===== src/rtl/sample_sum_pkg.sv =====
// Shared definitions for the sample-sum scheduler: FSM states and the
// integration wait length derived from the summer configuration.
package sample_sum_pkg;

  typedef enum logic [1:0] {
    IDLE,
    INTEGRATE,
    READOUT
  } state_t;

  function automatic int unsigned wait_cycles(input int unsigned presample_num,
                                              input int unsigned sample_num);
    return presample_num + sample_num + 3;
  endfunction

endpackage


===== src/rtl/ch_next_sel.sv =====
// Masked channel search: returns the lowest unmasked index above cur (or from 0
// when from_start is set) and whether no further unmasked channel follows it.
module ch_next_sel #(
  parameter int N_CH = 4,
  parameter int CH_W = 2
) (
  input  logic [N_CH-1:0] mask,
  input  logic [CH_W-1:0] cur,
  input  logic            from_start,
  output logic [CH_W-1:0] nxt,
  output logic            found,
  output logic            last
);

  always_comb begin
    nxt   = '0;
    found = 1'b0;
    last  = 1'b1;
    for (int unsigned i = 0; i < N_CH; i++) begin
      if (mask[i] && (from_start || (i > 32'(cur)))) begin
        if (!found) begin
          nxt   = CH_W'(i);
          found = 1'b1;
        end else begin
          last = 1'b0;
        end
      end
    end
  end

endmodule


===== src/rtl/sample_sum_sched.sv =====
// Sequences an L0 trigger to all channel summers, waits out the integration
// window, captures every channel result and reads out the unmasked ones.
module sample_sum_sched
  import sample_sum_pkg::*;
#(
  parameter int N_CH          = 4,
  parameter int PRESAMPLE_NUM = 8,
  parameter int SAMPLE_NUM    = 16,
  parameter int DATA_W        = 12,
  localparam int CH_W         = (N_CH > 1) ? $clog2(N_CH) : 1
) (
  input  logic                     clk,
  input  logic                     rst,
  input  logic                     l0_in,
  input  logic                     enable,
  input  logic [N_CH-1:0]          ch_mask,
  input  logic [N_CH*DATA_W-1:0]   ch_data,
  output logic                     l0_out,
  output logic                     busy,
  output logic                     out_valid,
  input  logic                     out_ready,
  output logic [DATA_W-1:0]        out_data,
  output logic [CH_W-1:0]          out_ch,
  output logic                     out_last,
  output logic [15:0]              evt_cnt,
  output logic [15:0]              drop_cnt
);

  localparam int unsigned WAIT   = wait_cycles(PRESAMPLE_NUM, SAMPLE_NUM);
  localparam int          WAIT_W = $clog2(WAIT + 1);

  state_t              state;
  logic [WAIT_W-1:0]   wait_cnt;
  logic [DATA_W-1:0]   cap    [N_CH];
  logic [DATA_W-1:0]   ch_arr [N_CH];
  logic [N_CH-1:0]     mask_q;
  logic                in_integ;
  logic [N_CH-1:0]     sel_mask;
  logic [CH_W-1:0]     sel_nxt;
  logic                sel_found;
  logic                sel_last;

  always_comb begin
    for (int unsigned i = 0; i < N_CH; i++) begin
      ch_arr[i] = ch_data[i*DATA_W +: DATA_W];
    end
  end

  // During INTEGRATE the selector looks at the live mask to pick the first
  // word at capture; afterwards it walks the captured mask from out_ch.
  assign in_integ = (state == INTEGRATE);
  assign sel_mask = in_integ ? ch_mask : mask_q;

  ch_next_sel #(
    .N_CH(N_CH),
    .CH_W(CH_W)
  ) u_sel (
    .mask      (sel_mask),
    .cur       (out_ch),
    .from_start(in_integ),
    .nxt       (sel_nxt),
    .found     (sel_found),
    .last      (sel_last)
  );

  always_ff @(posedge clk or posedge rst) begin
    if (rst) begin
      state     <= IDLE;
      l0_out    <= 1'b0;
      busy      <= 1'b0;
      out_valid <= 1'b0;
      out_last  <= 1'b0;
      out_data  <= '0;
      out_ch    <= '0;
      evt_cnt   <= '0;
      drop_cnt  <= '0;
      wait_cnt  <= '0;
      mask_q    <= '0;
      for (int unsigned i = 0; i < N_CH; i++) begin
        cap[i] <= '0;
      end
    end else begin
      l0_out <= 1'b0;
      if (l0_in && !(state == IDLE && enable) && (drop_cnt != '1)) begin
        drop_cnt <= drop_cnt + 16'd1;
      end
      case (state)
        IDLE: begin
          if (l0_in && enable) begin
            l0_out   <= 1'b1;
            evt_cnt  <= evt_cnt + 16'd1;
            wait_cnt <= WAIT_W'(WAIT);
            state    <= INTEGRATE;
            busy     <= 1'b1;
          end
        end
        INTEGRATE: begin
          wait_cnt <= wait_cnt - 1'b1;
          if (wait_cnt == WAIT_W'(1)) begin
            for (int unsigned i = 0; i < N_CH; i++) begin
              cap[i] <= ch_arr[i];
            end
            mask_q <= ch_mask;
            if (sel_found) begin
              state     <= READOUT;
              out_valid <= 1'b1;
              out_ch    <= sel_nxt;
              out_data  <= ch_arr[sel_nxt];
              out_last  <= sel_last;
            end else begin
              state <= IDLE;
              busy  <= 1'b0;
            end
          end
        end
        READOUT: begin
          if (out_ready) begin
            if (out_last) begin
              state     <= IDLE;
              busy      <= 1'b0;
              out_valid <= 1'b0;
              out_last  <= 1'b0;
            end else begin
              out_ch   <= sel_nxt;
              out_data <= cap[sel_nxt];
              out_last <= sel_last;
            end
          end
        end
        default: begin
          state <= IDLE;
          busy  <= 1'b0;
        end
      endcase
    end
  end

endmodule


===== config.mk =====
export PLATFORM = sky130hd
export DESIGN_NAME = sample_sum_sched
export DESIGN_NICKNAME = d
export VERILOG_FILES = /design/src/rtl/sample_sum_pkg.sv /design/src/rtl/ch_next_sel.sv /design/src/rtl/sample_sum_sched.sv
export SDC_FILE = /design/constraint.sdc
export NUM_CORES = 1
export LEC_CHECK = 0
export CAP_MARGIN = 25
export CELL_PAD_IN_SITES_DETAIL_PLACEMENT = 0
export CELL_PAD_IN_SITES_GLOBAL_PLACEMENT = 1
export CORE_ASPECT_RATIO = 1.5
export CORE_MARGIN = 2
export CORE_UTILIZATION = 44
export CTS_BUF_LIST = sky130_fd_sc_hd__clkbuf_8 sky130_fd_sc_hd__clkbuf_16
export CTS_CLUSTER_SIZE = 12
export DETAILED_ROUTE_END_ITERATION = 16
export GPL_ROUTABILITY_DRIVEN = 0
export GPL_TIMING_DRIVEN = 0
export PLACE_DENSITY_LB_ADDON = 0.1
export SYNTH_ARGS = -nofsm -noshare
export SYNTH_HDL_FRONTEND = slang
export SYNTH_SLANG_ARGS = --single-unit

===== constraint.sdc =====
create_clock -name clk -period 7 [get_ports clk]
set_input_delay 1.05 -clock clk [delete_from_list [all_inputs] [get_ports clk]]
set_output_delay 1.05 -clock clk [all_outputs]
set_load 0.01 [all_outputs]

==> metrics.md <==
| Metric | Value |
|---|---|
| Worst Path Required | 7280 ps |
| Die ar. | 13970 µm² |
| Clock power frac | 19.8% |
| N_diodes | 0 |
| DRC viols | 0 |
| WL/cell | 20.23 µm |
| DR vias | 4510 |
| TritonRoute pass-1 iters | 5 |
| PortBufs | 106 |
| Hold buffers post-CTS | 0 |
| Clk Latency, worst-skew pair | 370 ps |
| Endpoints failing hold | 0 |
| Asr flop ratio synth | 100.0% |
| Clock Tree Buf Depth | 2 |
| Peak VDD IR | 0.2070 mV |
| Top Ports | 107 |
| Area growth syn-to-layout | 27.74% |
| Die Height | 143.8 µm |
| Syn Area/Cell | 10.98 µm² |
| Placeable Area | 12830 µm² |
| Synth unique cells | 56 |
| RSZ-0062 raised after global routing | false |
| Clock-pin slew on the worst setup and hold paths | 80 ps |
| Setup WS post-layout | 3999 ps |
| Final HPWL from detailed placement | 11.54 mm |
| Finished Layout Cells | 804 |
| Hold path cells | 1 |
| Number of enable flip-flop cells after synthesis | 0 |
| Register area share after synthesis | 47.59% |
| P_leak | 3.089 nW |
| Final Setup Violations | 0 |
| Starting Density | 44.69% |
| Utilization after layout | 57.09% |
| Switching share of total power | 40.83% |
| Synth Instances | 522 |
| Number of fill cells | 1136 |
| CTS sink cnt | 109 |
| Initial antenna violation count | 0 |
| Total global routing overflow | 0 |
| Seq pwr share | 31.5% |
| Vias/cell | 5.609 |
| Combinational share of power | 48.7% |
| Achievable Freq | 333.2 MHz |
| Setup TNS | 0 ps |
| Worst setup SP type | input pin |
| CP Max Fanout | 10 |
| R2R depth | 9 |
| Power per cell area | 361.3 nW/µm² |
| First-pass GRT wire length | 25.90 mm |
| Fin crit share | 42.87% |
| Synth Cell Area | 5732 µm² |
| Share of layout cells above drive strength 1 | 20.00% |
| Max-cap violations | 0 |
| Pre-CTS WS | 3608 ps |
| GRT Total Usage | 24.30% |
| Internal | 0.001565 W |
| Setup crit end kind | register |
| CTS H-tree lvls | 3 |
| Outcome | finished clean |
| Rel. slew slack | 48.70% |
| Inst Count DP | 788 |
| Seq cells post-synth | 109 |
| # rows | 51 |
| DRT Wirelength | 16.26 mm |
| Post-route minimum period | 3001 ps |
| Clock Tree Root | clkbuf_16 |
| CTS buffer count | 9 |
| Quantity of gates resized following cts | 0 |
| Max-slew violations | 0 |
| Final ANT Viol Nets | 0 |
| Die boundary width | 97.19 µm |
| WS Path Type | input pin to register |
| Setup Skew | 15.21 ps |
| Post-CTS Setup Bufs | 0 |
| Post-Syn Nets | 587 |
| Sw Pwr | 0.001080 W |
| Top FF cell, synth | dfrtp_1 |
| Synth Warn # | 0 |
| CTS tree | done |
| NumNets Final | 705 |
| Vias in the first global route | 4818 |
| Worst Path Arrival | 3280 ps |
| Initial drt markers | 176 |
| Worst min-delay path class | register to register |
| Worst slew pin tran | 769.4 ps |
| Largest net degree at the start of global routing | 59 |
cells by family (layout without fill, tap and decap cells):
kind of cell / count (synthesis) / count (layout) / share of synthesized area (%)
flops: 109 / 109 / 47.59
mux: 58 / 58 / 11.42
xor+xnor: 28 / 28 / 4.279
fa+ha+maj: 8 / 8 / 1.746
buf+inv: 41 / 164 / 4.519
compound gates: 100 / 100 / 16.33
simple gates: 178 / 178 / 14.12
per-layer routing:
metal / routed length [µm] / share of wire [%] / GRT usage [%] / vias to the layer above
met3: 984 / 6.1 / 6.712 / 16
met1: 6538 / 40 / 29.06 / 2239
met5: 0 / 0 / 0 / -
met2: 8476 / 52 / 42.03 / 131
li1: - / - / - / 2124
met4: 264 / 1.6 / 8.747 / 0
worst max-delay path, cell delays in order:
cell             delay (ps)
clkdlybuf4s50_1         460
mux2_4                  280
and2_4                  170
nor2_1                  240
clkbuf_1                460
a21boi_0                330
a2111oi_2               100
o31ai_2                 180
metrics by stage:
step	hold WS, ps	power, W	instance area, µm²
finish	475.1	0.002645	7322
global route	515.0	0.002813	7322
CTS	480.5	0.002669	7322
detailed placement	464.1	0.002141	7022
global placement	457.4	0.002121	6992
floorplan	470.6	0.001656	5732
state kept, by name (all words and copies together) (netlist names):
register and flops:
out_valid 1, out_last 1, state 2, l0_out 1, drop_cnt 16, wait_cnt 5, mask_q 4, out_data 12
out_ch 2, evt_cnt 16, cap 48, busy 1
cells in the mapped netlist, types with 10 or more instances:
cell type	instances	area share [%]
o21ai_0	11	0.96
a21oi_1	12	1.0
inv_1	10	0.65
nand2_1	81	5.3
mux2_2	55	11
xnor2_1	20	3.1
clkbuf_1	10	0.65
nor2_1	35	2.3
o311a_1	11	1.9
a21boi_0	12	1.6
dfrtp_1	109	48
nand3_1	36	3.1
cell usage in the layout, fill, tap and decap left out, types with 2 or more instances in the layout:
| cell | synthesis | layout |
|---|---|---|
| mux2i_1 | 2 | 2 |
| nand2b_1 | 4 | 4 |
| o311a_1 | 11 | 11 |
| a221oi_2 | 7 | 7 |
| mux2_2 | 55 | 55 |
| xnor2_1 | 20 | 20 |
| buf_12 | 2 | 2 |
| o21ai_0 | 11 | 11 |
| buf_2 | 6 | 6 |
| o31ai_1 | 4 | 4 |
| ha_1 | 8 | 8 |
| clkbuf_1 | 10 | 10 |
| nor2_1 | 35 | 35 |
| a2111oi_0 | 3 | 3 |
| nand3_1 | 36 | 36 |
| a21boi_0 | 12 | 12 |
| a22o_1 | 4 | 4 |
| buf_6 | 4 | 4 |
| and4_1 | 3 | 3 |
| nand2_1 | 81 | 81 |
| buf_4 | 8 | 8 |
| dfrtp_1 | 109 | 109 |
| clkbuf_16 | 0 | 9 |
| a221oi_1 | 5 | 5 |
| a21oi_1 | 12 | 12 |
| o31ai_2 | 8 | 8 |
| a31oi_1 | 3 | 3 |
| inv_8 | 0 | 3 |
| nand4_1 | 7 | 7 |
| a2111oi_2 | 8 | 8 |
| inv_1 | 10 | 9 |
| xor2_1 | 8 | 8 |
| clkdlybuf4s50_1 | 0 | 106 |
final cells by class:
type                            instances  area, µm²  area share, %
Sequential cell                       109       2728          37.25
Buffer                                 31      221.5          3.025
Clock inverter                          7      75.07          1.025
Clock buffer                            9      225.2          3.076
Tap cell                              159      198.9          2.717
Timing Repair Buffer                  107       1089          14.87
Inverter                               10      40.04         0.5468
Multi-Input combinational cell        372       2745          37.49
power by group through the flow:
stage | Sequential [W] | Clock [W] | Combinational [W]
finish | 0.000832 | 0.000525 | 0.00129
global route | 0.000849 | 0.000557 | 0.00141
CTS | 0.000833 | 0.000533 | 0.00130
detailed placement | 0.000844 | 0 | 0.00130
global placement | 0.000838 | 0 | 0.00128
floorplan | 0.000866 | 0 | 0.000790
path summary, 6_finish.rpt:
path	from	endpoint	slack, ps
min in group asynchronous	rst	evt_cnt[14]	1130
worst max-delay path	ch_mask[2]	out_data[0]	4000
worst min register to register	evt_cnt[15]	evt_cnt[15]	480
worst min-delay path	evt_cnt[15]	evt_cnt[15]	480
worst max register to register	state[1]	out_data[6]	4260
max in group asynchronous	rst	mask_q[3]	5120
Note: power is estimated with default switching activity, not from simulation.
